===== config.mk =====
export PLATFORM = sky130hd
export DESIGN_NAME = noc_input_unit
export DESIGN_NICKNAME = d
export VERILOG_FILES = /design/src/rtl/noc_pkg.sv /design/src/rtl/noc_input_unit_fifo.sv /design/src/rtl/noc_input_unit.sv
export SDC_FILE = /design/constraint.sdc
export NUM_CORES = 1
export LEC_CHECK = 0
export CORE_MARGIN = 2
export CORE_UTILIZATION = 49
export DETAILED_ROUTE_END_ITERATION = 12
export PLACE_DENSITY = 0.84
export SKIP_CTS_REPAIR_TIMING = 1
export SLEW_MARGIN = 20
export SYNTH_ARGS = -nofsm -noshare
export SYNTH_HDL_FRONTEND = slang
export SYNTH_SLANG_ARGS = --single-unit

===== constraint.sdc =====
create_clock -name clk -period 3.1 [get_ports clk]
set_input_delay 0.93 -clock clk [delete_from_list [all_inputs] [get_ports clk]]
set_output_delay 0.93 -clock clk [all_outputs]
set_load 0.02 [all_outputs]

===== src/rtl/noc_pkg.sv =====
// Shared NoC types, geometry constants and route helpers for the router input ports.
package noc;

    localparam int unsigned DataWidth      = 64;
    localparam int unsigned PortQueueDepth = 4;
    localparam int unsigned xMax           = 8;
    localparam int unsigned yMax           = 8;
    localparam int unsigned xWidth         = $clog2(xMax);
    localparam int unsigned yWidth         = $clog2(yMax);

    typedef struct packed {
        logic [xWidth-1:0] x;
        logic [yWidth-1:0] y;
    } xy_t;

    typedef struct packed {
        logic head;
        logic tail;
    } preamble_t;

    typedef enum logic [4:0] {
        goNorth = 5'b00001,
        goEast  = 5'b00010,
        goSouth = 5'b00100,
        goWest  = 5'b01000,
        goLocal = 5'b10000
    } direction_t;

    typedef enum logic [2:0] {
        kNorthPort = 3'd0,
        kEastPort  = 3'd1,
        kSouthPort = 3'd2,
        kWestPort  = 3'd3,
        kLocalPort = 3'd4
    } noc_port_t;

    typedef enum logic {
        kFlowControlAckNack     = 1'b0,
        kFlowControlCreditBased = 1'b1
    } noc_flow_control_t;

    // Destination sits directly below the preamble and the source coordinates.
    function automatic xy_t get_dest(input logic [DataWidth-1:0] flit);
        return flit[DataWidth-3-$bits(xy_t) -: $bits(xy_t)];
    endfunction

    function automatic direction_t xy_route(input xy_t pos, input xy_t dest);
        direction_t dir;
        if (dest.x > pos.x) begin
            dir = goEast;
        end else if (dest.x < pos.x) begin
            dir = goWest;
        end else if (dest.y > pos.y) begin
            dir = goSouth;
        end else if (dest.y < pos.y) begin
            dir = goNorth;
        end else begin
            dir = goLocal;
        end
        return dir;
    endfunction

    function automatic direction_t port_dir(input noc_port_t port);
        direction_t dir;
        case (port)
            kNorthPort: dir = goNorth;
            kEastPort:  dir = goEast;
            kSouthPort: dir = goSouth;
            kWestPort:  dir = goWest;
            default:    dir = goLocal;
        endcase
        return dir;
    endfunction

endpackage


===== src/rtl/noc_input_unit_fifo.sv =====
// Circular flit buffer; pointers wrap at Depth so any depth 2..16 works.
// Callers only assert push_i when there is room (or a pop frees it) and pop_i when non-empty.
module noc_fifo #(
    parameter int unsigned Depth     = 4,
    parameter int unsigned DataWidth = 64
) (
    input  logic                       clk,
    input  logic                       rst,
    input  logic                       push_i,
    input  logic                       pop_i,
    input  logic [DataWidth-1:0]       data_i,
    output logic [DataWidth-1:0]       data_o,
    output logic                       full_o,
    output logic                       empty_o,
    output logic [$clog2(Depth+1)-1:0] count_o
);
    localparam int unsigned PtrWidth = $clog2(Depth);
    localparam int unsigned CntWidth = $clog2(Depth + 1);
    localparam logic [PtrWidth-1:0] LastPtr = PtrWidth'(Depth - 1);

    logic [DataWidth-1:0] mem_q [Depth];
    logic [PtrWidth-1:0]  wr_ptr_q, wr_ptr_d, rd_ptr_q, rd_ptr_d;
    logic [CntWidth-1:0]  count_q, count_d;

    // Next pointer and occupancy values.
    always_comb begin
        wr_ptr_d = wr_ptr_q;
        rd_ptr_d = rd_ptr_q;
        count_d  = count_q;
        if (push_i) begin
            wr_ptr_d = (wr_ptr_q == LastPtr) ? '0 : wr_ptr_q + PtrWidth'(1);
        end else begin
            wr_ptr_d = wr_ptr_q;
        end
        if (pop_i) begin
            rd_ptr_d = (rd_ptr_q == LastPtr) ? '0 : rd_ptr_q + PtrWidth'(1);
        end else begin
            rd_ptr_d = rd_ptr_q;
        end
        case ({push_i, pop_i})
            2'b10:   count_d = count_q + CntWidth'(1);
            2'b01:   count_d = count_q - CntWidth'(1);
            default: count_d = count_q;
        endcase
    end

    // Pointer and count state.
    always_ff @(posedge clk) begin
        if (rst) begin
            wr_ptr_q <= '0;
            rd_ptr_q <= '0;
            count_q  <= '0;
        end else begin
            wr_ptr_q <= wr_ptr_d;
            rd_ptr_q <= rd_ptr_d;
            count_q  <= count_d;
        end
    end

    // Flit storage.
    always_ff @(posedge clk) begin
        if (push_i) begin
            mem_q[wr_ptr_q] <= data_i;
        end
    end

    assign data_o  = mem_q[rd_ptr_q];
    assign full_o  = (count_q == CntWidth'(Depth));
    assign empty_o = (count_q == CntWidth'(0));
    assign count_o = count_q;

endmodule


===== src/rtl/noc_input_unit.sv =====
// Router input port: flit queue, ack/nack or credit flow control, XY routing
// with the route held for the whole packet once its head has been granted.
module noc_input_unit #(
    parameter int unsigned             DataWidth   = noc::DataWidth,
    parameter int unsigned             Depth       = noc::PortQueueDepth,
    parameter noc::noc_flow_control_t  FlowControl = noc::kFlowControlCreditBased,
    parameter noc::noc_port_t          InPort      = noc::kLocalPort
) (
    input  logic                 clk,
    input  logic                 rst,
    input  noc::xy_t             position,
    input  logic [DataWidth-1:0] data_in,
    input  logic                 data_void_in,
    output logic                 stop_out,
    output logic                 credit_out,
    output logic [DataWidth-1:0] flit_out,
    output logic                 flit_valid,
    output noc::direction_t      route_out,
    input  logic                 pop,
    output logic                 overflow_err,
    output logic                 route_err
);
    import noc::*;

    localparam int unsigned CreditsWidth = $clog2(Depth + 1);
    localparam int unsigned XyBits       = $bits(xy_t);

    typedef enum logic {
        IDLE   = 1'b0,
        LOCKED = 1'b1
    } state_t;

    state_t                  state_q;
    direction_t              route_q, route_s, calc_route_s;
    xy_t                     dest_s;
    logic [DataWidth-1:0]    fifo_data_s;
    logic [CreditsWidth-1:0] count_s, count_next_s;
    logic full_s, empty_s, push_ok_s, pop_ok_s, overflow_s, uturn_s;
    logic head_s, tail_s, stop_q, credit_q, overflow_q, route_err_q;

    noc_fifo #(.Depth(Depth), .DataWidth(DataWidth)) u_fifo (
        .clk     (clk),
        .rst     (rst),
        .push_i  (push_ok_s),
        .pop_i   (pop_ok_s),
        .data_i  (data_in),
        .data_o  (fifo_data_s),
        .full_o  (full_s),
        .empty_o (empty_s),
        .count_o (count_s)
    );

    // A pop on a full queue frees the slot the concurrent push lands in.
    always_comb begin
        pop_ok_s     = pop && !empty_s;
        push_ok_s    = !data_void_in && (!full_s || pop_ok_s);
        overflow_s   = !data_void_in && full_s && !pop_ok_s;
        count_next_s = count_s;
        case ({push_ok_s, pop_ok_s})
            2'b10:   count_next_s = count_s + CreditsWidth'(1);
            2'b01:   count_next_s = count_s - CreditsWidth'(1);
            default: count_next_s = count_s;
        endcase
    end

    // Route selection for the flit at the head of the queue.
    always_comb begin
        head_s       = fifo_data_s[DataWidth-1];
        tail_s       = fifo_data_s[DataWidth-2];
        dest_s       = fifo_data_s[DataWidth-3-XyBits -: XyBits];
        calc_route_s = xy_route(position, dest_s);
        if (state_q == LOCKED) begin
            route_s = route_q;
        end else if (empty_s || !head_s) begin
            route_s = goLocal;
        end else begin
            route_s = calc_route_s;
        end
        uturn_s = (state_q == IDLE) && !empty_s && (!head_s || (calc_route_s == port_dir(InPort)));
    end

    // Packet FSM: hold the head's route until its tail is granted.
    always_ff @(posedge clk) begin
        if (rst) begin
            state_q <= IDLE;
            route_q <= goLocal;
        end else begin
            case (state_q)
                IDLE: begin
                    if (pop_ok_s && head_s && !tail_s) begin
                        state_q <= LOCKED;
                        route_q <= calc_route_s;
                    end
                end
                LOCKED: begin
                    if (pop_ok_s && tail_s) begin
                        state_q <= IDLE;
                    end
                end
                default: state_q <= IDLE;
            endcase
        end
    end

    // Flow-control strobes and sticky error flags.
    always_ff @(posedge clk) begin
        if (rst) begin
            stop_q      <= 1'b0;
            credit_q    <= 1'b0;
            overflow_q  <= 1'b0;
            route_err_q <= 1'b0;
        end else begin
            stop_q      <= (FlowControl == kFlowControlAckNack) &&
                           (count_next_s >= CreditsWidth'(Depth - 1));
            credit_q    <= (FlowControl == kFlowControlCreditBased) && pop_ok_s;
            overflow_q  <= overflow_q | overflow_s;
            route_err_q <= route_err_q | uturn_s;
        end
    end

    assign stop_out     = stop_q;
    assign credit_out   = credit_q;
    assign flit_out     = fifo_data_s;
    assign flit_valid   = !empty_s;
    assign route_out    = route_s;
    assign overflow_err = overflow_q;
    assign route_err    = route_err_q;

endmodule

==> impl_metrics.env, run 1 <==
export IMPL_p_per_area_nw_per_um2=767
export IMPL_cp_endpoint="route_out[4]"
export IMPL_seqPwrFrac=0.428
export IMPL_fmax_ghz=0.281
export IMPL_fin_ws_ns=-0.454
export IMPL_min_period_ns=3.55
export IMPL_drc_errors=0
export IMPL_ant_nets=0
export IMPL_grt_max_degree=47
export IMPL_first_global_vias=5601
export IMPL_clkSinkCount=274
export IMPL_violations="negative setup slack"
export IMPL_dieHeight_um=149
export IMPL_yosysTopAreaCell="edfxtp_1"
export IMPL_grt_ovfl_total=0
export IMPL_crit_chain="mux4_2 -> ha_1 -> nand3b_1 -> nand2_2 -> nand3b_1 -> a2bb2oi_4 -> buf_6"
export IMPL_portBuffers=146
export IMPL_cp_required_ns=2.17
export IMPL_drv_cap=0
export IMPL_hold_viol=0
export IMPL_grt_use_total=0.183
export IMPL_cts_made_buffers=27
export IMPL_ys_flop_type="edfxtp_1"
export IMPL_switchingPower_uw=2800
export IMPL_syn2layout_area_growth_pct=31.6
export IMPL_layout_nets=745
export IMPL_cp_top_family="multiplexers"
export IMPL_holdCritPathClass="reg -> reg"
export IMPL_rows=52
export IMPL_syn_avg_cell_area_um2=22.3
export IMPL_critPathMostFrequentCell="nand3b_1"
export IMPL_ys_top_cells_by_area="edfxtp_1 (75%), mux4_2 (14%), dfxtp_1 (3.5%)"
export IMPL_clkLatencyLatePin_ns=0.52
export IMPL_period_share=1.15
export IMPL_ys_seq_area_frac=0.785
export IMPL_drt_vias_per_instance=5.41
export IMPL_fin_skew_ns=0.0170
export IMPL_cp_max_fo=7
export IMPL_r2r_slack_ns=0.65
export IMPL_synth_most_common_cell="edfxtp_1"
export IMPL_cts_buffer_depth=3
export IMPL_cts_root_buf="clkbuf_16"
export IMPL_synth_warnings=0
export IMPL_crit_buf_inv=1
export IMPL_leakagePower_uw=0.00482
export IMPL_htree_levels=1
export IMPL_ys_ff_latch=274
export IMPL_dieArea_um2=22100
export IMPL_crit_slowest_cell="mux4_2"
export IMPL_rr_worst_depth=7
export IMPL_synth_edf_count=256
export IMPL_synth_top_area_frac=0.750
export IMPL_tns_ns=-1.98
export IMPL_initial_core_util=0.503
export IMPL_tritoncts="yes"
export IMPL_ys_types=40
export IMPL_synth_common_cells="edfxtp_1 (256), mux4_2 (64), dfxtp_1 (18)"
export IMPL_routed_via_count=5138
export IMPL_setup_viol=5
export IMPL_peakVddDrop_mv=0.517
export IMPL_status="finished, violations left"
export IMPL_drv_slew=0
export IMPL_wl_mm=20.2
export IMPL_fin_util=0.662
export IMPL_fp_dieW_um=149
export IMPL_synth_cell_area_um2=10300
export IMPL_synthCells=459
export IMPL_first_iter_violations=416
export IMPL_drive_above_1_share=0.303
export IMPL_dp_hpwl_mm=12.9
export IMPL_switching_share=0.270
export IMPL_ios=148
export IMPL_antenna_found_initial=0
export IMPL_syn_nets=546
export IMPL_diodes=0
export IMPL_worst_path_stages=7
export IMPL_slowest_delay_ns=0.56
export IMPL_crit_arrival_ns=2.62
export IMPL_p_comb_frac=0.271
export IMPL_gp_congestion=0.877
export IMPL_worstSetupEndpointType="output port"
export IMPL_rsz0062_at_grt="yes"
export IMPL_clkPwrFrac=0.301
export IMPL_core_area_um2=20400
export IMPL_worstSetupStartpointType="flip-flop"
export IMPL_synthArstFlopShare=0
export IMPL_p_int_uw=7550
export IMPL_grt_pass1_wl_mm=31.0
export IMPL_crit_type="reg -> out"
export IMPL_wire_per_inst_um=21.3
export IMPL_rr_endpoint="route_q[4]"
export IMPL_path_clk_slew_ns=0.06
export IMPL_dr_pass1_iters=4
export IMPL_whs_path_depth=2
## cell families after synthesis
| family | Yosys count | synth area share |
|---|---|---|
| AO/OA/AOI/OAI | 25 | 0.0161 |
| XOR/XNOR | 2 | 0.00171 |
| adder cells (fa/ha/maj) | 13 | 0.0166 |
| buffers and inverters | 35 | 0.0148 |
| flip-flops | 274 | 0.785 |
| multiplexers | 67 | 0.144 |
| other | 1 | 0.000366 |
| AND/OR/NAND/NOR | 42 | 0.0218 |
## routing by layer
layer,routed length [µm],global-route usage
met3,1230,0.0368
met1,8080,0.240
met4,189,0.0319
met5,0,0
met2,10700,0.324
## state kept, by name (all words and copies together), names as in the netlist, named ones only
signal / count
u_fifo.mem_q: 256
state_q: 1
route_err: 1
credit_out: 1
overflow_err: 1
route_q: 5
u_fifo.count_o: 3
u_fifo.rd_ptr_q: 2
u_fifo.wr_ptr_q: 2
## cells in the final DEF (no fill, tap or decap), types with 2 or more instances in the layout
master	instances
dfxtp_4	2
edfxtp_1	256
clkbuf_8	3
and2_4	4
buf_16	2
nor2_1	8
clkinv_2	8
xor2_1	2
buf_4	29
clkbuf_2	23
nand2_1	9
nand2_2	2
or3_1	3
buf_6	7
ha_1	8
a21oi_1	7
bufinv_16	2
o21ai_0	3
clkdlybuf4s50_1	80
inv_1	17
mux2i_1	3
clkbuf_1	2
dfxtp_1	16
mux4_2	64
nand3_4	2
nand3b_1	2
buf_12	9
clkinv_1	5
ha_4	4
o21ai_4	2
nand3_1	3
clkbuf_16	28
dlymetal6s2s_1	36
## worst min-delay path: cells and delay by family, from the launching register on
family	cells	cell delay, ns
flip-flops	1	0.31
multiplexers	1	0.06
AND/OR/NAND/NOR	1	0.05
## through the flow
| stage | std cells | setup WS [ns] | total power, µW | hold slack [ns] | area [µm²] |
|---|---|---|---|---|---|
| floorplan | 459 | -0.0642 | 6050 | 0.435 | 10300 |
| global placement | 892 | -0.807 | 7150 | 0.449 | 12400 |
| detailed placement | 892 | -0.854 | 7230 | 0.457 | 12400 |
| CTS | 942 | -0.929 | 10400 | 0.466 | 13300 |
| global route | 949 | -0.536 | 10800 | 0.481 | 13500 |
| finish | 949 | -0.454 | 10300 | 0.467 | 13500 |
## power groups by stage
stage	Clock [µW]	Sequential, µW	Combinational (µW)
after floorplan	0	4470	1580
after global placement	0	4480	2670
after detailed placement	0	4510	2730
after CTS	3190	4430	2750
after global routing	3350	4450	2980
final	3120	4430	2800
## final cells by class
type,instances,area [µm²]
Multi-Input combinational cell,150,2240
Clock inverter,18,145
Timing Repair Buffer,187,1920
Inverter,18,67.6
Fill cell,1286,6880
Sequential cell,274,8060
Tap cell,270,338
Clock buffer,32,724
## worst min path at each step
| stage | startpoint | to | slack (ns) |
|---|---|---|---|
| after floorplan | route_q[0] | route_q[0] | 0.43 |
| after global placement | route_q[0] | route_q[0] | 0.45 |
| after detailed placement | route_q[3] | route_q[3] | 0.46 |
| after CTS | route_q[3] | route_q[3] | 0.47 |
| after global routing | route_q[3] | route_q[3] | 0.48 |
| final | route_q[3] | route_q[3] | 0.47 |
Power figures use the tool's default switching activity.
==> inputs of run 2 (changes only) <==
Settings changed: GPL_TIMING_DRIVEN set to 0, HOLD_SLACK_MARGIN set to 0.1.
==> run 2 against run 1 <==
Effect of this change: the run still ends with negative setup slack left; clock skew down 0.0024 ns; critical path depth is 2 higher; total power rose by 1.2%; final area is 0.52% higher; largest cell class unchanged; highest routed layer unchanged.
==> impl_metrics.env, run 2 (synthesis gave the netlist of run 1 again) <==
export IMPL_antenna_found_initial=0
export IMPL_layout_nets=736
export IMPL_core_area_um2=20400
export IMPL_dp_hpwl_mm=12.2
export IMPL_wire_per_inst_um=21.2
export IMPL_holdCritPathClass="reg -> reg"
export IMPL_path_clk_slew_ns=0.05
export IMPL_initial_core_util=0.503
export IMPL_switching_share=0.266
export IMPL_ant_nets=0
export IMPL_placed_cell_area_um2=12200
export IMPL_final_common_cell="edfxtp_1"
export IMPL_dr_pass1_iters=5
export IMPL_violations="negative setup slack"
export IMPL_tritoncts="yes"
export IMPL_cts_buffer_depth=3
export IMPL_grt_pass1_wl_mm=29.7
export IMPL_grt_max_degree=38
export IMPL_routed_via_count=5079
export IMPL_worstSetupEndpointType="output port"
export IMPL_first_global_vias=5499
export IMPL_leakagePower_uw=0.00499
export IMPL_clkLatencyLatePin_ns=0.53
export IMPL_fin_skew_ns=0.0146
export IMPL_hold_viol=0
export IMPL_p_comb_frac=0.271
export IMPL_worstSetupStartpointType="flip-flop"
export IMPL_drive_above_1_share=0.249
export IMPL_dieArea_um2=22100
export IMPL_whs_ns=0.487
export IMPL_grt_ovfl_total=0
export IMPL_dieHeight_um=149
export IMPL_wl_mm=19.9
export IMPL_min_period_ns=3.64
export IMPL_first_iter_violations=244
export IMPL_clkPwrFrac=0.307
export IMPL_cp_endpoint="route_out[1]"
export IMPL_clkSinkCount=274
export IMPL_r2r_slack_ns=0.59
export IMPL_rsz0062_at_grt="yes"
export IMPL_cp_max_fo=6
export IMPL_htree_levels=1
export IMPL_fillers=1271
export IMPL_whs_path_depth=2
export IMPL_status="finished, violations left"
export IMPL_fin_ws_ns=-0.544
export IMPL_crit_arrival_ns=2.71
export IMPL_grt_use_total=0.175
export IMPL_gp_congestion=0.818
export IMPL_drv_slew=0
export IMPL_switchingPower_uw=2790
export IMPL_p_per_area_nw_per_um2=772
export IMPL_rows=52
export IMPL_peakVddDrop_mv=0.581
export IMPL_fmax_ghz=0.274
export IMPL_fp_dieW_um=149
export IMPL_tns_ns=-2.43
export IMPL_slowest_delay_ns=0.54
export IMPL_ios=148
export IMPL_seqPwrFrac=0.422
export IMPL_drv_cap=0
export IMPL_cp_required_ns=2.17
export IMPL_pre_cts_ws_ns=-0.882
export IMPL_stdcell_area_um2=13600
export IMPL_cts_made_buffers=28
export IMPL_p_int_uw=7690
export IMPL_cts_root_buf="clkbuf_16"
export IMPL_rr_worst_depth=9
export IMPL_crit_slowest_cell="mux4_2"
export IMPL_drt_vias_per_instance=5.41
export IMPL_rr_endpoint="route_q[4]"
export IMPL_setup_viol=9
export IMPL_portBuffers=146
export IMPL_drc_errors=0
export IMPL_crit_type="reg -> out"
export IMPL_layout_common_cells="edfxtp_1 (256), clkdlybuf4s50_1 (77), mux4_2 (64), dlymetal6s2s_1 (63), clkbuf_16 (29)"
export IMPL_syn2layout_area_growth_pct=32.3
export IMPL_diodes=0
export IMPL_top_register="u_fifo.mem_q"
export IMPL_largest_reg_flops=256
export IMPL_period_share=1.18
export IMPL_crit_chain="buf_8 -> buf_12 -> mux4_2 -> ha_4 -> nor2b_4 -> o21ai_2 -> nand2_2 -> a32o_2 -> buf_6"
## run 2: cell count changes in the layout (fill, tap and decap cells not counted), moves of 2 or more
| cell | delta |
|---|---|
| clkinv_1 | +2 |
| clkbuf_8 | -3 |
| dlymetal6s2s_1 | +27 |
| buf_8 | +2 |
| buf_16 | -2 |
| buf_6 | -2 |
| buf_4 | -16 |
| clkbuf_2 | -17 |
| clkdlybuf4s50_1 | -3 |
| clkinv_2 | -2 |
| dfxtp_4 | -2 |
| clkbuf_1 | +4 |
## run 2: cell type report
type | instances | area (µm²) | share of cell area
Tap cell | 270 | 338 | 0.0249
Clock buffer | 33 | 741 | 0.0546
Timing Repair Buffer | 160 | 1770 | 0.130
Sequential cell | 274 | 8050 | 0.594
Buffer | 17 | 193 | 0.0142
Multi-Input combinational cell | 150 | 2250 | 0.166
Inverter | 18 | 67.6 | 0.00498
Clock inverter | 16 | 150 | 0.0111
## run 2: power by group through the flow
stage | Clock, µW | Combinational (µW) | Sequential, µW
2_1_floorplan | 0 | 1580 | 4470
3_3_place_gp | 0 | 2580 | 4470
3_5_place_dp | 0 | 2650 | 4480
4_1_cts | 3290 | 2680 | 4410
5_1_grt | 3440 | 3020 | 4440
6_report | 3220 | 2840 | 4420
## run 2: worst min-delay path by stage
stage,from,endpoint,slack [ns]
floorplan,route_q[0],route_q[0],0.43
global placement,route_q[0],route_q[0],0.44
detailed placement,overflow_err,overflow_err,0.47
CTS,overflow_err,overflow_err,0.49
global route,overflow_err,overflow_err,0.50
finish,route_q[0],route_q[0],0.49
## run 2: through the flow
step	instances	util	total power, µW
floorplan	459	-	6050
global placement	875	0.596	7050
detailed placement	879	0.601	7130
CTS	928	0.644	10400
global route	938	0.666	10900
finish	938	0.666	10500
## run 2: metal layers
layer | vias up | part of all wire | routed length [µm] | track usage
met3 | 39 | 0.055 | 1100 | 0.0383
met2 | 163 | 0.53 | 10600 | 0.310
met5 | - | 0 | 0 | 0
li1 | 2276 | - | - | -
met1 | 2601 | 0.40 | 7900 | 0.223
met4 | 0 | 0.017 | 340 | 0.0429
## run 2: critical path: cells and delay by family (launching register included)
family	cells	cell delay [ns]
AOI/OAI and AO/OA	2	0.43
buffers and inverters	3	0.37
and+or+nand+nor	2	0.24
DFF	1	0.34
muxes	1	0.54
adders and majority gates	1	0.29
==> inputs of run 3 (changes only) <==
Settings changed: CORE_UTILIZATION 49 to 54, CTS_CLUSTER_DIAMETER set to 30, PLACE_DENSITY 0.84 to 0.87.
Clock period 3.1 ns to 3.41 ns, I/O delays scaled along.
==> run 3 against run 2 <==
Effect of this change: the flow still finishes with violations (negative setup slack); final area is 3.3% higher; sequential cell count unchanged; total power rose by 4.4%; register-to-register slack improved by 0.28 ns; sequential power is 9.0% lower; via count grew 4.2%; critical endpoint is now route_out[4]; largest cell class unchanged; largest power group is now the clock network.
==> impl_metrics.env, run 3 (synthesis gave the netlist of run 1 again) <==
export IMPL_initial_core_util=0.550
export IMPL_holdCritPathClass="reg -> reg"
export IMPL_seqPwrFrac=0.367
export IMPL_worstSetupStartpointType="flip-flop"
export IMPL_wl_mm=20.7
export IMPL_stdcell_area_um2=14000
export IMPL_ant_nets=0
export IMPL_drv_slew=0
export IMPL_crit_type="reg -> out"
export IMPL_grt_pass1_wl_mm=30.4
export IMPL_cp_required_ns=2.39
export IMPL_cts_made_buffers=44
export IMPL_dieArea_um2=20100
export IMPL_p_comb_frac=0.237
export IMPL_path_clk_slew_ns=0.05
export IMPL_first_global_vias=5547
export IMPL_violations="negative setup slack"
export IMPL_fin_ws_ns=-0.373
export IMPL_wl_met3_mm=1.29
export IMPL_ios=148
export IMPL_routed_via_count=5292
export IMPL_drive_above_1_share=0.286
export IMPL_largest_reg_flops=256
export IMPL_grt_ovfl_total=0
export IMPL_p_per_area_nw_per_um2=780
export IMPL_cp_max_fo=8
export IMPL_clkLatencyLatePin_ns=0.52
export IMPL_fillers=1024
export IMPL_htree_levels=2
export IMPL_min_period_ns=3.78
export IMPL_layout_cells_non_filler=938
export IMPL_worst_slew_pin_slew_ns=0.517
export IMPL_syn2layout_area_growth_pct=36.6
export IMPL_final_common_cell="edfxtp_1"
export IMPL_peakVddDrop_mv=0.628
export IMPL_rsz0062_at_grt="yes"
export IMPL_crit_arrival_ns=2.76
export IMPL_drv_cap=0
export IMPL_clkPwrFrac=0.396
export IMPL_slew_headroom=0.654
export IMPL_status="finished, violations left"
export IMPL_setup_viol=15
export IMPL_fin_skew_ns=0.0152
export IMPL_drt_vias_per_instance=5.64
export IMPL_met1_length_mm=8.16
export IMPL_grt_use_total=0.201
export IMPL_portBuffers=146
export IMPL_tritoncts="yes"
export IMPL_clkSinkCount=274
export IMPL_worstSetupEndpointType="output port"
export IMPL_layout_nets=756
export IMPL_power_uw=10900
export IMPL_dr_pass1_iters=5
export IMPL_highest_layer="met4"
export IMPL_top_register="u_fifo.mem_q"
export IMPL_fmax_ghz=0.264
export IMPL_dp_cells=843
export IMPL_leakagePower_uw=0.00499
export IMPL_layout_common_cells="edfxtp_1 (256), clkdlybuf4s50_1 (110), mux4_2 (64), clkbuf_16 (48), dlymetal6s2s_1 (31)"
export IMPL_switchingPower_uw=2840
export IMPL_dieHeight_um=142
export IMPL_diodes=0
export IMPL_gp_congestion=0.814
export IMPL_rows=50
export IMPL_p_int_uw=8090
export IMPL_wl_met2_mm=10.9
export IMPL_hold_viol=0
export IMPL_period_share=1.11
export IMPL_placed_cell_area_um2=12100
export IMPL_fp_dieW_um=142
export IMPL_drc_errors=0
export IMPL_cts_root_buf="clkbuf_16"
export IMPL_dp_hpwl_mm=11.9
export IMPL_wire_per_inst_um=22.0
export IMPL_switching_share=0.260
export IMPL_whs_ns=0.482
export IMPL_grt_max_degree=43
export IMPL_core_area_um2=18600
export IMPL_cts_buffer_depth=3
export IMPL_first_iter_violations=328
export IMPL_antenna_found_initial=0
==> run 3: layout make-up <==
type,count,area (µm²),share of cell area
Timing Repair Buffer,165,1750,0.125
Buffer,16,133,0.00947
Sequential cell,274,8050,0.575
Inverter,18,67.6,0.00482
Clock buffer,59,1270,0.0909
Multi-Input combinational cell,150,2230,0.159
Clock inverter,22,210,0.0150
Tap cell,234,293,0.0209
==> run 3: metrics by stage <==
stage | utilization | setup TNS (ns) | setup WS, ns
finish | 0.751 | -2.34 | -0.373
global placement | 0.646 | -445.82 | -1.74
global route | 0.751 | -4.13 | -0.457
CTS | 0.731 | -23.61 | -1.43
floorplan | - | 0 | 0.0484
detailed placement | 0.651 | -4.55 | -0.865
==> run 3: power groups by stage <==
stage,Clock (µW),Combinational (µW),Sequential [µW]
4_1_cts,4380,2400,4010
2_1_floorplan,0,1400,4070
3_3_place_gp,0,2300,4070
3_5_place_dp,0,2380,4070
5_1_grt,4530,2740,4030
6_report,4330,2590,4020
==> run 3: worst paths after layout <==
check | endpoint | startpoint | slack, ns | cells after the start
hold / removal | route_q[3] | route_q[3] | 0.48 | 2
hold reg to reg | route_q[3] | route_q[3] | 0.48 | 2
setup / recovery | route_out[4] | flip-flop | -0.37 | 9
setup reg to reg | route_err | flip-flop | 0.87 | 9
==> run 3: worst max-delay path, cell delays in order (launching register included) <==
cell and delay (ns):
dfxtp_2 0.33, buf_8 0.13, buf_12 0.13, mux4_2 0.55, ha_4 0.31, nand3_4 0.12, nor2_4 0.17, nand3b_1 0.19
a2bb2oi_2 0.16, buf_4 0.15
==> run 3: routing by layer <==
layer / up-vias / GRT usage
li1: 2336 / -
met1: 2737 / 0.259
met2: 183 / 0.345
met3: 36 / 0.0506
met4: 0 / 0.0568
met5: - / 0
